### src/rtl/weight_load_ctrl.sv
// Weight-load sequencer: fetches packed kernel weights from a sync-read memory and streams
// them to weight_loader over AXI-Stream. Optional watchdog: define WEIGHT_LOAD_CTRL_TIMEOUT_EN.
module weight_load_ctrl #(
    parameter int MAX_KERNEL     = 4,
    parameter int WEIGHT_WIDTH   = 8,
    parameter int BUS_WIDTH      = 32,
    parameter int ADDR_WIDTH     = 10,
    parameter int CNT_WIDTH      = 8,
    parameter int TIMEOUT_CYCLES = 1024
) (
    input  logic                  clk,
    input  logic                  rstn,
    input  logic                  start,
    input  logic [2:0]            cfg_kernel_size,
    input  logic [ADDR_WIDTH-1:0] cfg_base_addr,
    input  logic [CNT_WIDTH-1:0]  cfg_num_kernels,
    output logic                  mem_rd_en,
    output logic [ADDR_WIDTH-1:0] mem_addr,
    input  logic [BUS_WIDTH-1:0]  mem_rdata,
    output logic [BUS_WIDTH-1:0]  m_axis_tdata,
    output logic                  m_axis_tvalid,
    input  logic                  m_axis_tready,
    input  logic                  loader_loading,
    output logic                  weights_ready,
    input  logic                  weights_consumed,
    output logic [CNT_WIDTH-1:0]  kernel_idx,
    output logic                  busy,
    output logic                  done,
`ifdef WEIGHT_LOAD_CTRL_TIMEOUT_EN
    output logic                  err_timeout,
`endif
    output logic                  err_cfg
);

    // state     | meaning
    // IDLE      | waiting for a valid start
    // WAIT_LOAD | waiting for the loader to report loading
    // FETCH     | memory read strobe for the current beat
    // CAPTURE   | read data lands in the output beat register
    // PAD       | zero beat loaded into the output register
    // SEND      | beat presented until handshake
    // WAIT_DONE | waiting for the loader to finish
    // HOLD      | weights ready, waiting for the datapath ack
    typedef enum logic [2:0] {
        S_IDLE, S_WAIT_LOAD, S_FETCH, S_CAPTURE, S_PAD, S_SEND, S_WAIT_DONE, S_HOLD
    } state_t;

    localparam int TOTAL_BEATS = MAX_KERNEL * MAX_KERNEL * WEIGHT_WIDTH / BUS_WIDTH;
    localparam int BEAT_W      = $clog2(TOTAL_BEATS + 1);
    localparam logic [BEAT_W-1:0] TOTAL_B = BEAT_W'(TOTAL_BEATS);

    state_t                  state_q, state_d;
    logic [ADDR_WIDTH-1:0]   addr_q, addr_d;
    logic [BEAT_W-1:0]       beat_q, beat_d, used_q, used_d, beat_inc;
    logic [CNT_WIDTH-1:0]    kidx_q, kidx_d, num_q, num_d;
    logic [BUS_WIDTH-1:0]    tdata_q, tdata_d;
    logic                    tvalid_q, tvalid_d, ready_q, ready_d;
    logic                    done_q, done_d, err_cfg_q, err_cfg_d;
    logic                    cfg_ok;
    logic [15:0]             used_calc;

`ifdef WEIGHT_LOAD_CTRL_TIMEOUT_EN
    localparam int WD_W = $clog2(TIMEOUT_CYCLES + 1);
    logic [WD_W-1:0] wd_q, wd_d;
    logic            err_to_q, err_to_d;
    assign err_timeout = err_to_q;
`endif

    assign beat_inc = beat_q + BEAT_W'(1);
    assign cfg_ok   = (cfg_kernel_size != 3'd0) && (32'(cfg_kernel_size) <= MAX_KERNEL)
                      && (cfg_num_kernels != '0);

    always_comb begin
        state_d   = state_q;
        addr_d    = addr_q;
        beat_d    = beat_q;
        used_d    = used_q;
        kidx_d    = kidx_q;
        num_d     = num_q;
        tdata_d   = tdata_q;
        tvalid_d  = tvalid_q;
        ready_d   = ready_q;
        done_d    = 1'b0;
        err_cfg_d = 1'b0;
        // Beats actually carrying weights: ceil(K*K*WEIGHT_WIDTH / BUS_WIDTH)
        used_calc = (16'(cfg_kernel_size) * 16'(cfg_kernel_size) * 16'(WEIGHT_WIDTH)
                     + 16'(BUS_WIDTH - 1)) / 16'(BUS_WIDTH);
        case (state_q)
            S_IDLE: begin
                if (start) begin
                    if (cfg_ok) begin
                        used_d  = BEAT_W'(used_calc);
                        num_d   = cfg_num_kernels;
                        addr_d  = cfg_base_addr;
                        beat_d  = '0;
                        kidx_d  = '0;
                        state_d = S_WAIT_LOAD;
                    end else begin
                        err_cfg_d = 1'b1;
                    end
                end
            end
            S_WAIT_LOAD: begin
                if (loader_loading) state_d = (beat_q < used_q) ? S_FETCH : S_PAD;
            end
            S_FETCH: begin
                addr_d  = addr_q + ADDR_WIDTH'(1);
                state_d = S_CAPTURE;
            end
            S_CAPTURE: begin
                tdata_d  = mem_rdata;
                tvalid_d = 1'b1;
                state_d  = S_SEND;
            end
            S_PAD: begin
                tdata_d  = '0;
                tvalid_d = 1'b1;
                state_d  = S_SEND;
            end
            S_SEND: begin
                if (m_axis_tready) begin
                    tvalid_d = 1'b0;
                    beat_d   = beat_inc;
                    if (beat_inc < used_q)       state_d = S_FETCH;
                    else if (beat_inc < TOTAL_B) state_d = S_PAD;
                    else                         state_d = S_WAIT_DONE;
                end
            end
            S_WAIT_DONE: begin
                if (!loader_loading) begin
                    ready_d = 1'b1;
                    state_d = S_HOLD;
                end
            end
            S_HOLD: begin
                if (weights_consumed) begin
                    ready_d = 1'b0;
                    if (kidx_q == num_q - CNT_WIDTH'(1)) begin
                        done_d  = 1'b1;
                        state_d = S_IDLE;
                    end else begin
                        kidx_d  = kidx_q + CNT_WIDTH'(1);
                        beat_d  = '0;
                        state_d = S_WAIT_LOAD;
                    end
                end
            end
            default: state_d = S_IDLE;
        endcase
`ifdef WEIGHT_LOAD_CTRL_TIMEOUT_EN
        wd_d     = '0;
        err_to_d = 1'b0;
        // Only waiting states that stay put accumulate; any transition restarts the watchdog
        if ((state_d == state_q) &&
            (state_q == S_WAIT_LOAD || state_q == S_SEND || state_q == S_WAIT_DONE)) begin
            wd_d = wd_q + WD_W'(1);
            if (wd_d == WD_W'(TIMEOUT_CYCLES)) begin
                wd_d     = '0;
                err_to_d = 1'b1;
                tvalid_d = 1'b0;
                ready_d  = 1'b0;
                state_d  = S_IDLE;
            end
        end
`endif
    end

    always_ff @(posedge clk or negedge rstn) begin
        if (!rstn) begin
            state_q   <= S_IDLE;
            addr_q    <= '0;
            beat_q    <= '0;
            used_q    <= '0;
            kidx_q    <= '0;
            num_q     <= '0;
            tdata_q   <= '0;
            tvalid_q  <= 1'b0;
            ready_q   <= 1'b0;
            done_q    <= 1'b0;
            err_cfg_q <= 1'b0;
`ifdef WEIGHT_LOAD_CTRL_TIMEOUT_EN
            wd_q      <= '0;
            err_to_q  <= 1'b0;
`endif
        end else begin
            state_q   <= state_d;
            addr_q    <= addr_d;
            beat_q    <= beat_d;
            used_q    <= used_d;
            kidx_q    <= kidx_d;
            num_q     <= num_d;
            tdata_q   <= tdata_d;
            tvalid_q  <= tvalid_d;
            ready_q   <= ready_d;
            done_q    <= done_d;
            err_cfg_q <= err_cfg_d;
`ifdef WEIGHT_LOAD_CTRL_TIMEOUT_EN
            wd_q      <= wd_d;
            err_to_q  <= err_to_d;
`endif
        end
    end

    assign mem_rd_en     = (state_q == S_FETCH);
    assign mem_addr      = mem_rd_en ? addr_q : '0;
    assign m_axis_tdata  = tdata_q;
    assign m_axis_tvalid = tvalid_q;
    assign weights_ready = ready_q;
    assign kernel_idx    = kidx_q;
    assign busy          = (state_q != S_IDLE);
    assign done          = done_q;
    assign err_cfg       = err_cfg_q;

endmodule

### config.mk
export PLATFORM = sky130hd
export DESIGN_NAME = weight_load_ctrl
export DESIGN_NICKNAME = d
export VERILOG_FILES = /design/src/rtl/weight_load_ctrl.sv
export SDC_FILE = /design/constraint.sdc
export NUM_CORES = 1
export LEC_CHECK = 0
export BUFFER_PORTS_ARGS = -buffer_cell sky130_fd_sc_hd__buf_2
export CAP_MARGIN = 40
export CORE_ASPECT_RATIO = 0.9
export CORE_MARGIN = 2
export CORE_UTILIZATION = 45
export CTS_CLUSTER_SIZE = 14
export DETAILED_ROUTE_END_ITERATION = 12
export GPL_TIMING_DRIVEN = 0
export PLACE_DENSITY = 0.75
export SYNTH_ARGS = -nofsm -noshare
export SYNTH_HDL_FRONTEND = slang
export SYNTH_SLANG_ARGS = --single-unit
### constraint.sdc
create_clock -name clk -period 2.4 [get_ports clk]
set_clock_uncertainty 0.15 [all_clocks]
set_input_delay 0.12 -clock clk [delete_from_list [all_inputs] [get_ports clk]]
set_output_delay 0.12 -clock clk [all_outputs]
set_load 0.005 [all_outputs]
# [Word level (Yosys, flattened, before mapping)]
# Index checks and enable logic that the tools add are counted.
[word_totals] output_inout_bits=56 reg_bits=71 elab_cells=94 input_bits=59
[op_classes] mux=38 n_lt_le_gt_ge=4 reduce_logical=20 n_eq_ne=15 addsub=5 n_mul=1
[op_table] operator="$pmux W32 S2" n=1
[op_table] operator="$mux W3" n=13
[op_table] operator="$mux W8" n=4
[op_table] operator="$mux W10" n=3
[op_table] operator="$pmux W3 S7" n=1
[op_table] operator="$pmux W10 S2" n=1
[op_table] operator="$pmux W8 S2" n=1
[op_table] operator="$ne A2 B2 Y1 const B" n=7
[op_table] operator="$eq A3 B3 Y1 const B" n=4
[op_table] operator="$reduce_and A6 Y1" n=2
[op_table] operator="$add A10 B1 Y10 const B" n=1
[op_table] operator="$mux W1" n=10
[op_table] operator="$reduce_bool A2 Y1" n=5
[op_table] operator="$pmux W3 S3" n=1
[op_table] operator="$reduce_and A3 Y1" n=3
[op_table] operator="$reduce_bool A3 Y1" n=3
[op_table] operator="$add A8 B1 Y8 const B" n=1
[op_table] operator="$add A8 B5 Y8 const B" n=1
[op_table] operator="$eq A8 B8 Y1" n=1
[op_table] operator="$reduce_bool A8 Y1" n=1
[op_table] operator="$sub A8 B1 Y8 const B" n=1
[op_table] operator="$eq A3 B2 Y1 const B" n=2
[op_table] operator="$lt A3 B3 Y1" n=2
[op_table] operator="$mul A3 B3 Y5" n=1
[op_table] operator="other kinds (11)" n=13

# [Logic depth before layout (Yosys ltp)]
# Gate-level depths: netlist of run 1.
[depth] ltp_word=6 ltp_mapped=11 ltp_nobuf=8

# [Least setup slack after synthesis of run 1]
# No wires, ideal clock.
[synth_timing] kind="register to register" start="register num_q[0]" end="register kidx_q[0] (netlist: kernel_idx[0])" stages_incl_launch_ff=11 arrival_ps=2174 synth_period_minus_slack_ps=2448 setup_slack_ps=-48 setup_time_ps=125 n_path_buf=2 required_ps=2125 cell_sequence="dfrtp_1 -> clkbuf_2 -> inv_1 -> ha_1 -> buf_6 -> o21bai_1 -> a211o_2 -> a21oi_1 -> o2111ai_4 -> nand2_1 -> mux2_2"
[synth_between] elab_chain_cells=4
[synth_rtl] element="start, declared" line_no="55" text="logic [CNT_WIDTH-1:0] kidx_q, kidx_d, num_q, num_d;"
[synth_rtl] element="start signal, assigned" line_no="191" text="num_q <= num_d;"
[synth_rtl] element="$sub A8 B1 Y8" line_no="138" text="if (kidx_q == num_q - CNT_WIDTH'(1)) begin"
[synth_rtl] element="$eq A8 B8 Y1" line_no="138"
[synth_rtl] element="$ne A2 B2 Y1 (no line)"
[synth_rtl] element="$reduce_and A5 Y1 (no line)"
[synth_rtl] element="end signal, assigned" line_no="190" text="kidx_q <= kidx_d;"
[synth_rtl] element="end, declared" line_no="55"
# No other way between the ends.
# A chain may end at the register's enable or synchronous reset.

# [Final worst setup path of run 1]
[layout_timing] start="input port cfg_kernel_size[0]" end="register used_q[1]"
[layout_between] elab_chain_cells=4 word_cells_on_any_way=7 classes_between="1 x add/sub; 1 x mul; 1 x order compare; 4 x reduce/logical"
[layout_rtl] element="start, declared" line_no="14" text="input logic [2:0] cfg_kernel_size,"
[layout_rtl] element="parallel branches: the longest is 4 deep, another holds $add A8 B5 Y8"
[layout_rtl] element="end signal, assigned" line_no="189" text="used_q <= used_d;"
[layout_rtl] element="end, declared" line_no="54" text="logic [BEAT_W-1:0] beat_q, beat_d, used_q, used_d, beat_inc;"
# Several ways; the timed one is not identified.

==> results of run 1 <==
## cell type report
| class | count | area share |
|---|---|---|
| buffer | 19 | 0.0197 |
| multi-input combinational | 251 | 0.349 |
| timing repair buffer | 178 | 0.227 |
| tap | 99 | 0.0232 |
| inverter | 20 | 0.0143 |
| clock inverter | 7 | 0.00939 |
| clock buffer | 9 | 0.0232 |
| sequential | 71 | 0.334 |
## synth_stat cells, drive strengths merged, types with 6 or more instances
library cell  instances
nand3                12
and3                  9
a31oi                 6
a21oi                31
nor3                  7
inv                  19
ha                    9
mux2                 10
buf                  12
nand4                 6
nand2                27
clkbuf               11
and2                 11
nor2                 14
a21o                  6
o21ai                10
a22o                 33
xnor2                 6
dfrtp                71
nand2b                7
## per-stage QoR
stage | utilization | cells | area, um^2
after floorplan | - | 365 | 3730
after global placement | 0.552 | 578 | 4430
after detailed placement | 0.554 | 579 | 4450
after CTS | 0.652 | 653 | 5240
after global routing | 0.664 | 654 | 5330
final | 0.664 | 654 | 5330
## what timing repair did
action,4_1_cts,5_1_grt
cloned,1,0
endpoints found under the setup margin,19,50
setup buffers,4,3
resized for setup,10,27
endpoints found under the hold margin,125,0
pin swaps,6,9
hold buffers,55,0
## worst reg2reg max path: stages (launching register included)
cell and delay (ns):
dfrtp_1 0.37, buf_2 0.17, nor4_1 0.61, a31oi_1 0.22, o21ai_0 0.28, inv_1 0.17, a21oi_1 0.21, a211oi_2 0.05
## cells by family (layout without fill, tap and decap cells)
logic type | Yosys count | in the layout | share of synthesized area
flops | 71 | 71 | 0.476
fa+ha+maj | 9 | 9 | 0.0302
mux | 10 | 10 | 0.0302
buf+inv | 43 | 233 | 0.0527
xor+xnor | 11 | 11 | 0.0258
simple gates | 101 | 101 | 0.143
compound gates | 120 | 120 | 0.242
## flip-flops by register name, indices dropped and copies added (netlist names)
signal         count
addr_q            10
beat_q             3
done               1
err_cfg            1
kernel_idx         8
m_axis_tdata      32
m_axis_tvalid      1
num_q              8
state_q            3
used_q             3
weights_ready      1
## worst max path at each step
stage,start,endpoint,slack (ns),cells past startpoint
final,cfg_kernel_size[0],used_q[1],0.008,9
after global routing,cfg_kernel_size[0],used_q[1],-0.12,9
after CTS,num_q[0],kernel_idx[5],0.007,10
after detailed placement,num_q[0],kernel_idx[1],-0.17,10
after global placement,num_q[0],kernel_idx[0],-0.14,10
after floorplan,num_q[0],kernel_idx[0],0.01,10
## report_power, final
| group | internal [uW] | total, uW | switching, uW |
|---|---|---|---|
| registers | 1710 | 2170 | 459 |
| logic | 1510 | 3200 | 1690 |
| clock network | 374 | 867 | 492 |
## routing by layer
metal / GRT usage / wire (um)
met5: 0 / 0
met4: 0.0719 / 192
met3: 0.0519 / 621
met2: 0.413 / 5270
met1: 0.321 / 4650
==> flow_summary.json, run 1 <==
{
  "ys_async_sr_fraction": 1.00,
  "min_period_over_period": 0.997,
  "synth_area_leaders": "dfrtp_1, a22o_1, a21oi_1",
  "multi_input_area_um2": 1860,
  "drv_slew": 0,
  "htreeDepth": 3,
  "antenna_found_initial": 0,
  "maxCapViolations": 0,
  "worstPathCellList": "dlygate4sd3_1 -> buf_2 -> o21a_1 -> a211oi_1 -> nand3_1 -> buf_2 -> inv_1 -> nand2_1 -> o21ai_0",
  "fp-row-count": 31,
  "routed_via_density": 5.50,
  "cp-end-kind": "flop",
  "worstMarginPinSlew_ns": 0.658,
  "cts-root-buf": "clkbuf_8",
  "core_area_um2": 8030,
  "drt-total-wl_um": 10700,
  "rr_worst_depth": 7,
  "cp-start-kind": "input pin",
  "finalPower_uw": 6230,
  "critPathBufInv": 4,
  "synthesis.area_um2": 3730,
  "r2r-end": "state_q[0]",
  "max_freq_mhz": 418,
  "hold_violations": 0,
  "reg2reg_slack_ns": 0.04,
  "drive_gt1_frac": 0.351,
  "synth_cell_types": 55,
  "n_fill_cell": 631,
  "worst-endpoint-required_ns": 2.51,
  "diodes": 0,
  "crit_top_cell": "buf_2",
  "holdPathEnd": "weights_ready",
  "grt_max_degree": 44,
  "crit_type": "input pin to flop",
  "synth_fp_nets": 433,
  "area_growth_pct": 42.9,
  "worstHoldStart": "loader_loading",
  "reg2reg_from": "state_q[2]",
  "grt_pass1_wl_um": 18000,
  "setup_tns_ns": 0,
  "nNetsFinal": 618,
  "pre_cts_ws_ns": -0.168,
  "grt.overflow.total": 0,
  "final_cell_mix": "buf_2, dfrtp_1, dlygate4sd3_1",
  "synth_top_area_cell": "dfrtp_1",
  "setup_slack_ns": 0.00800,
  "cts_sinks": 71,
  "cp_max_fo": 10,
  "synth_seq_cells": 71,
  "io_buffer_count": 114,
  "initial_core_util": 0.465,
  "worstSkewPairLatency_ns": 0.34,
  "setup_viol": 0,
  "dieArea_um2": 9030,
  "peakVddDrop_v": 0.000624,
  "synth_area_per_cell_um2": 10.2,
  "cts-buffers-inserted": 9,
  "cts_tree": "yes",
  "hold_ws_ns": 0.0341,
  "cp_top_family": "buffers and inverters",
  "dp_hpwl_um": 6820,
  "grt_pass1_vias": 3729,
  "vias": 3596,
  "whs_path_depth": 4,
  "synth_top_cell_area_share": 0.476,
  "grt_usage": 0.246,
  "slew_headroom": 0.558,
  "critPathMaxStageDelay_ns": 0.54,
  "wl_per_cell_um": 16.4,
  "worst-endpoint-arrival_ns": 2.50,
  "status": "finished, final reports clean",
  "slowest_stage": "dlygate4sd3_1",
  "die_x_um": 100,
  "yosysWarnings": 0,
  "drtIter0Drc": 255,
  "layout_commonest_cell": "buf_2",
  "ant_nets": 0,
  "ys_dominant_reg_cell": "dfrtp_1",
  "rsz0062_at_grt": "yes",
  "cts_buffer_depth": 2,
  "place.gp.congestion": 0.872,
  "synth_edf_count": 0,
  "drt_drc_violations_left": 0,
  "seqCellArea_um2": 1780,
  "power.static_leakage_uw": 0.00262,
  "syn_inst": 365,
  "path_clk_slew_ns": 0.08,
  "power.density_nw_per_um2": 1170,
  "period_needed_ns": 2.39,
  "hold_path_class": "input pin to flop",
  "drt_first_pass_iters": 4,
  "seq_area_frac_synth": 0.476,
  "io_pins": 115,
  "die_h_um": 90.4
}
(Power assumes the default switching activity.)
==> run 2: changes to the inputs <==
--- a/config.mk
+++ b/config.mk
@@ -5,6 +5,7 @@
 export SDC_FILE = /design/constraint.sdc
 export NUM_CORES = 1
 export LEC_CHECK = 0
+export ABC_AREA = 1
 export BUFFER_PORTS_ARGS = -buffer_cell sky130_fd_sc_hd__buf_2
 export CAP_MARGIN = 40
 export CORE_ASPECT_RATIO = 0.9
@@ -14,6 +15,7 @@
 export DETAILED_ROUTE_END_ITERATION = 12
 export GPL_TIMING_DRIVEN = 0
 export PLACE_DENSITY = 0.75
+export SKIP_CTS_REPAIR_TIMING = 1
 export SYNTH_ARGS = -nofsm -noshare
 export SYNTH_HDL_FRONTEND = slang
 export SYNTH_SLANG_ARGS = --single-unit
==> flow_summary.json, run 2 <==
{
  "cts_sinks": 71,
  "dieArea_um2": 9300,
  "reg2reg_from": "num_q[0]",
  "yosysWarnings": 0,
  "grt_pass1_wl_um": 16300,
  "io_pins": 115,
  "wl_per_cell_um": 13.6,
  "worst-endpoint-required_ns": 2.48,
  "synth_cell_types": 30,
  "whs_path_depth": 3,
  "period_needed_ns": 2.19,
  "synth_edf_count": 0,
  "critPathBufInv": 2,
  "drv_slew": 0,
  "synthTopCellsByCount": "nand2_1, nand3_1, dfrtp_1",
  "grt_max_degree": 61,
  "vias": 4059,
  "antenna_found_initial": 0,
  "cts_tree": "yes",
  "cts-buffers-inserted": 9,
  "cts-root-buf": "clkbuf_8",
  "cts_buffer_depth": 2,
  "maxCapViolations": 0,
  "synthesis.area_um2": 3840,
  "drtIter0Drc": 299,
  "status": "finished, violations left",
  "layout_commonest_cell": "nand2_1",
  "worst-endpoint-arrival_ns": 2.26,
  "reg2reg_slack_ns": 0.21,
  "yosysMostFrequentCell": "nand2_1",
  "drt_first_pass_iters": 5,
  "cp-start-kind": "flop",
  "drive_gt1_frac": 0.220,
  "hold_violations": 5,
  "grt.overflow.total": 0,
  "synth_top_cell_area_share": 0.462,
  "synth_area_leaders": "dfrtp_1, nand2_1, nand3_1",
  "worstHoldStart": "cfg_base_addr[5]",
  "worstMarginPinSlew_ns": 0.464,
  "slew_headroom": 0.689,
  "htreeDepth": 3,
  "die_h_um": 91.7,
  "initial_core_util": 0.470,
  "die_x_um": 101,
  "power.static_leakage_uw": 0.00285,
  "final_cell_mix": "nand2_1, buf_2, nand3_1",
  "postPlaceCellArea_um2": 4590,
  "power.density_nw_per_um2": 1080,
  "worstPathCellList": "inv_1 -> ha_2 -> nand2_1 -> nor2_2 -> nand3_1 -> nand3_1 -> nand2_1 -> nor2_2 -> nand3_2 -> buf_6 -> nand3_1 -> nand2_1",
  "dp_hpwl_um": 7240,
  "cp-end-kind": "flop",
  "path_clk_slew_ns": 0.08,
  "ys_dominant_reg_cell": "dfrtp_1",
  "largest_reg_flops": 32,
  "grt_usage": 0.217,
  "setup_viol": 0,
  "max_freq_mhz": 458,
  "ys_async_sr_fraction": 1.00,
  "hold_ws_ns": -0.0447,
  "critPathLaunch": "num_q[0]",
  "peakVddDrop_v": 0.000622,
  "slowest_stage": "dfrtp_1",
  "rr_worst_depth": 12,
  "routed_via_density": 5.00,
  "diodes": 0,
  "synth_seq_cells": 71,
  "holdPathEnd": "addr_q[5]",
  "r2r-end": "kernel_idx[3]",
  "place.gp.congestion": 0.857,
  "drt-total-wl_um": 11000,
  "hold_path_class": "input pin to flop",
  "nNetsFinal": 759,
  "critPathMaxStageDelay_ns": 0.45,
  "syn_inst": 518,
  "synth_top_area_cell": "dfrtp_1",
  "fp-row-count": 31,
  "cp_top_family": "simple AND/OR/NAND/NOR gates",
  "violations": "negative hold slack",
  "synth_fp_nets": 586,
  "io_buffer_count": 114,
  "stdcell_area_um2": 5260,
  "worstSkewPairLatency_ns": 0.34,
  "seq_area_frac_synth": 0.462,
  "min_period_over_period": 0.911,
  "cp_max_fo": 10,
  "synth_area_per_cell_um2": 7.42,
  "grt_pass1_vias": 3518,
  "drt_drc_violations_left": 0,
  "ant_nets": 0,
  "crit_type": "flop to flop",
  "area_growth_pct": 36.9,
  "core_area_um2": 8180
}
run 2: changes by cell type in the layout (fill, tap and decap cells not counted), moves of 9 or more:
| cell | change |
|---|---|
| nand2_1 | +138 |
| and2_1 | -11 |
| nor2_1 | +39 |
| nand3_1 | +62 |
| a22o_1 | -33 |
| and3_1 | -9 |
| inv_1 | +32 |
| o21ai_0 | +14 |
| a21oi_1 | -18 |
run 2: cell families (layout without fill, tap and decap cells):
logic type	count (synthesis)	count (layout)	share of synthesized area
buffers and inverters	68	246	0.0713
adder cells (fa/ha/maj)	9	9	0.0293
AND/OR/NAND/NOR	306	306	0.335
AO/OA/AOI/OAI	52	52	0.0749
flip-flops	71	71	0.462
XOR/XNOR	12	12	0.0274
run 2: area by class of cell:
cell class | count | area [um^2]
Inverter | 53 | 199
Fill cell | 698 | 2930
Sequential cell | 71 | 1780
Clock buffer | 9 | 124
Clock inverter | 7 | 72.6
Buffer | 15 | 75.1
Tap cell | 115 | 144
Timing Repair Buffer | 162 | 1070
Multi-Input combinational cell | 379 | 1800
run 2: worst reg2reg max path, cell delays in order, from the launching register on:
cell and delay [ns]:
dfrtp_1 0.45, inv_1 0.16, ha_2 0.23, nand2_1 0.10, nor2_2 0.15, nand3_1 0.09, nand3_1 0.09, nand2_1 0.07
nor2_2 0.14, nand3_2 0.14, buf_6 0.18, nand3_1 0.07, nand2_1 0.06
run 2: worst max path at each step:
stage | cells after the start | to | slack (ns)
after global placement | 12 | beat_q[1] | 0.25
after CTS | 12 | kernel_idx[3] | 0.18
after detailed placement | 12 | kernel_idx[3] | 0.21
after floorplan | 12 | kernel_idx[2] | 0.49
final | 12 | kernel_idx[3] | 0.21
after global routing | 12 | kernel_idx[3] | -0.008
run 2: stage by stage:
step                total power, uW   util  cells  setup TNS, ns  setup WS (ns)
finish                         5670  0.643    811              0          0.215
global route                   6160  0.643    811        -0.0143       -0.00841
CTS                            5560  0.584    764              0          0.177
detailed placement             4580  0.560    748              0          0.213
global placement               4470  0.557    747              0          0.253
floorplan                      3690      -    518              0          0.494
run 2: where the power goes:
part           internal (uW)  switching (uW)
sequential              1700             381
combinational           1000            1620
clock                    482             487
run 2: per-layer routing:
layer	vias to the layer above	global-route usage	part of all wire
li1	2019	-	-
met1	1879	0.307	0.46
met2	140	0.338	0.47
met3	21	0.0450	0.060
met4	0	0.0619	0.015
met5	-	0	0
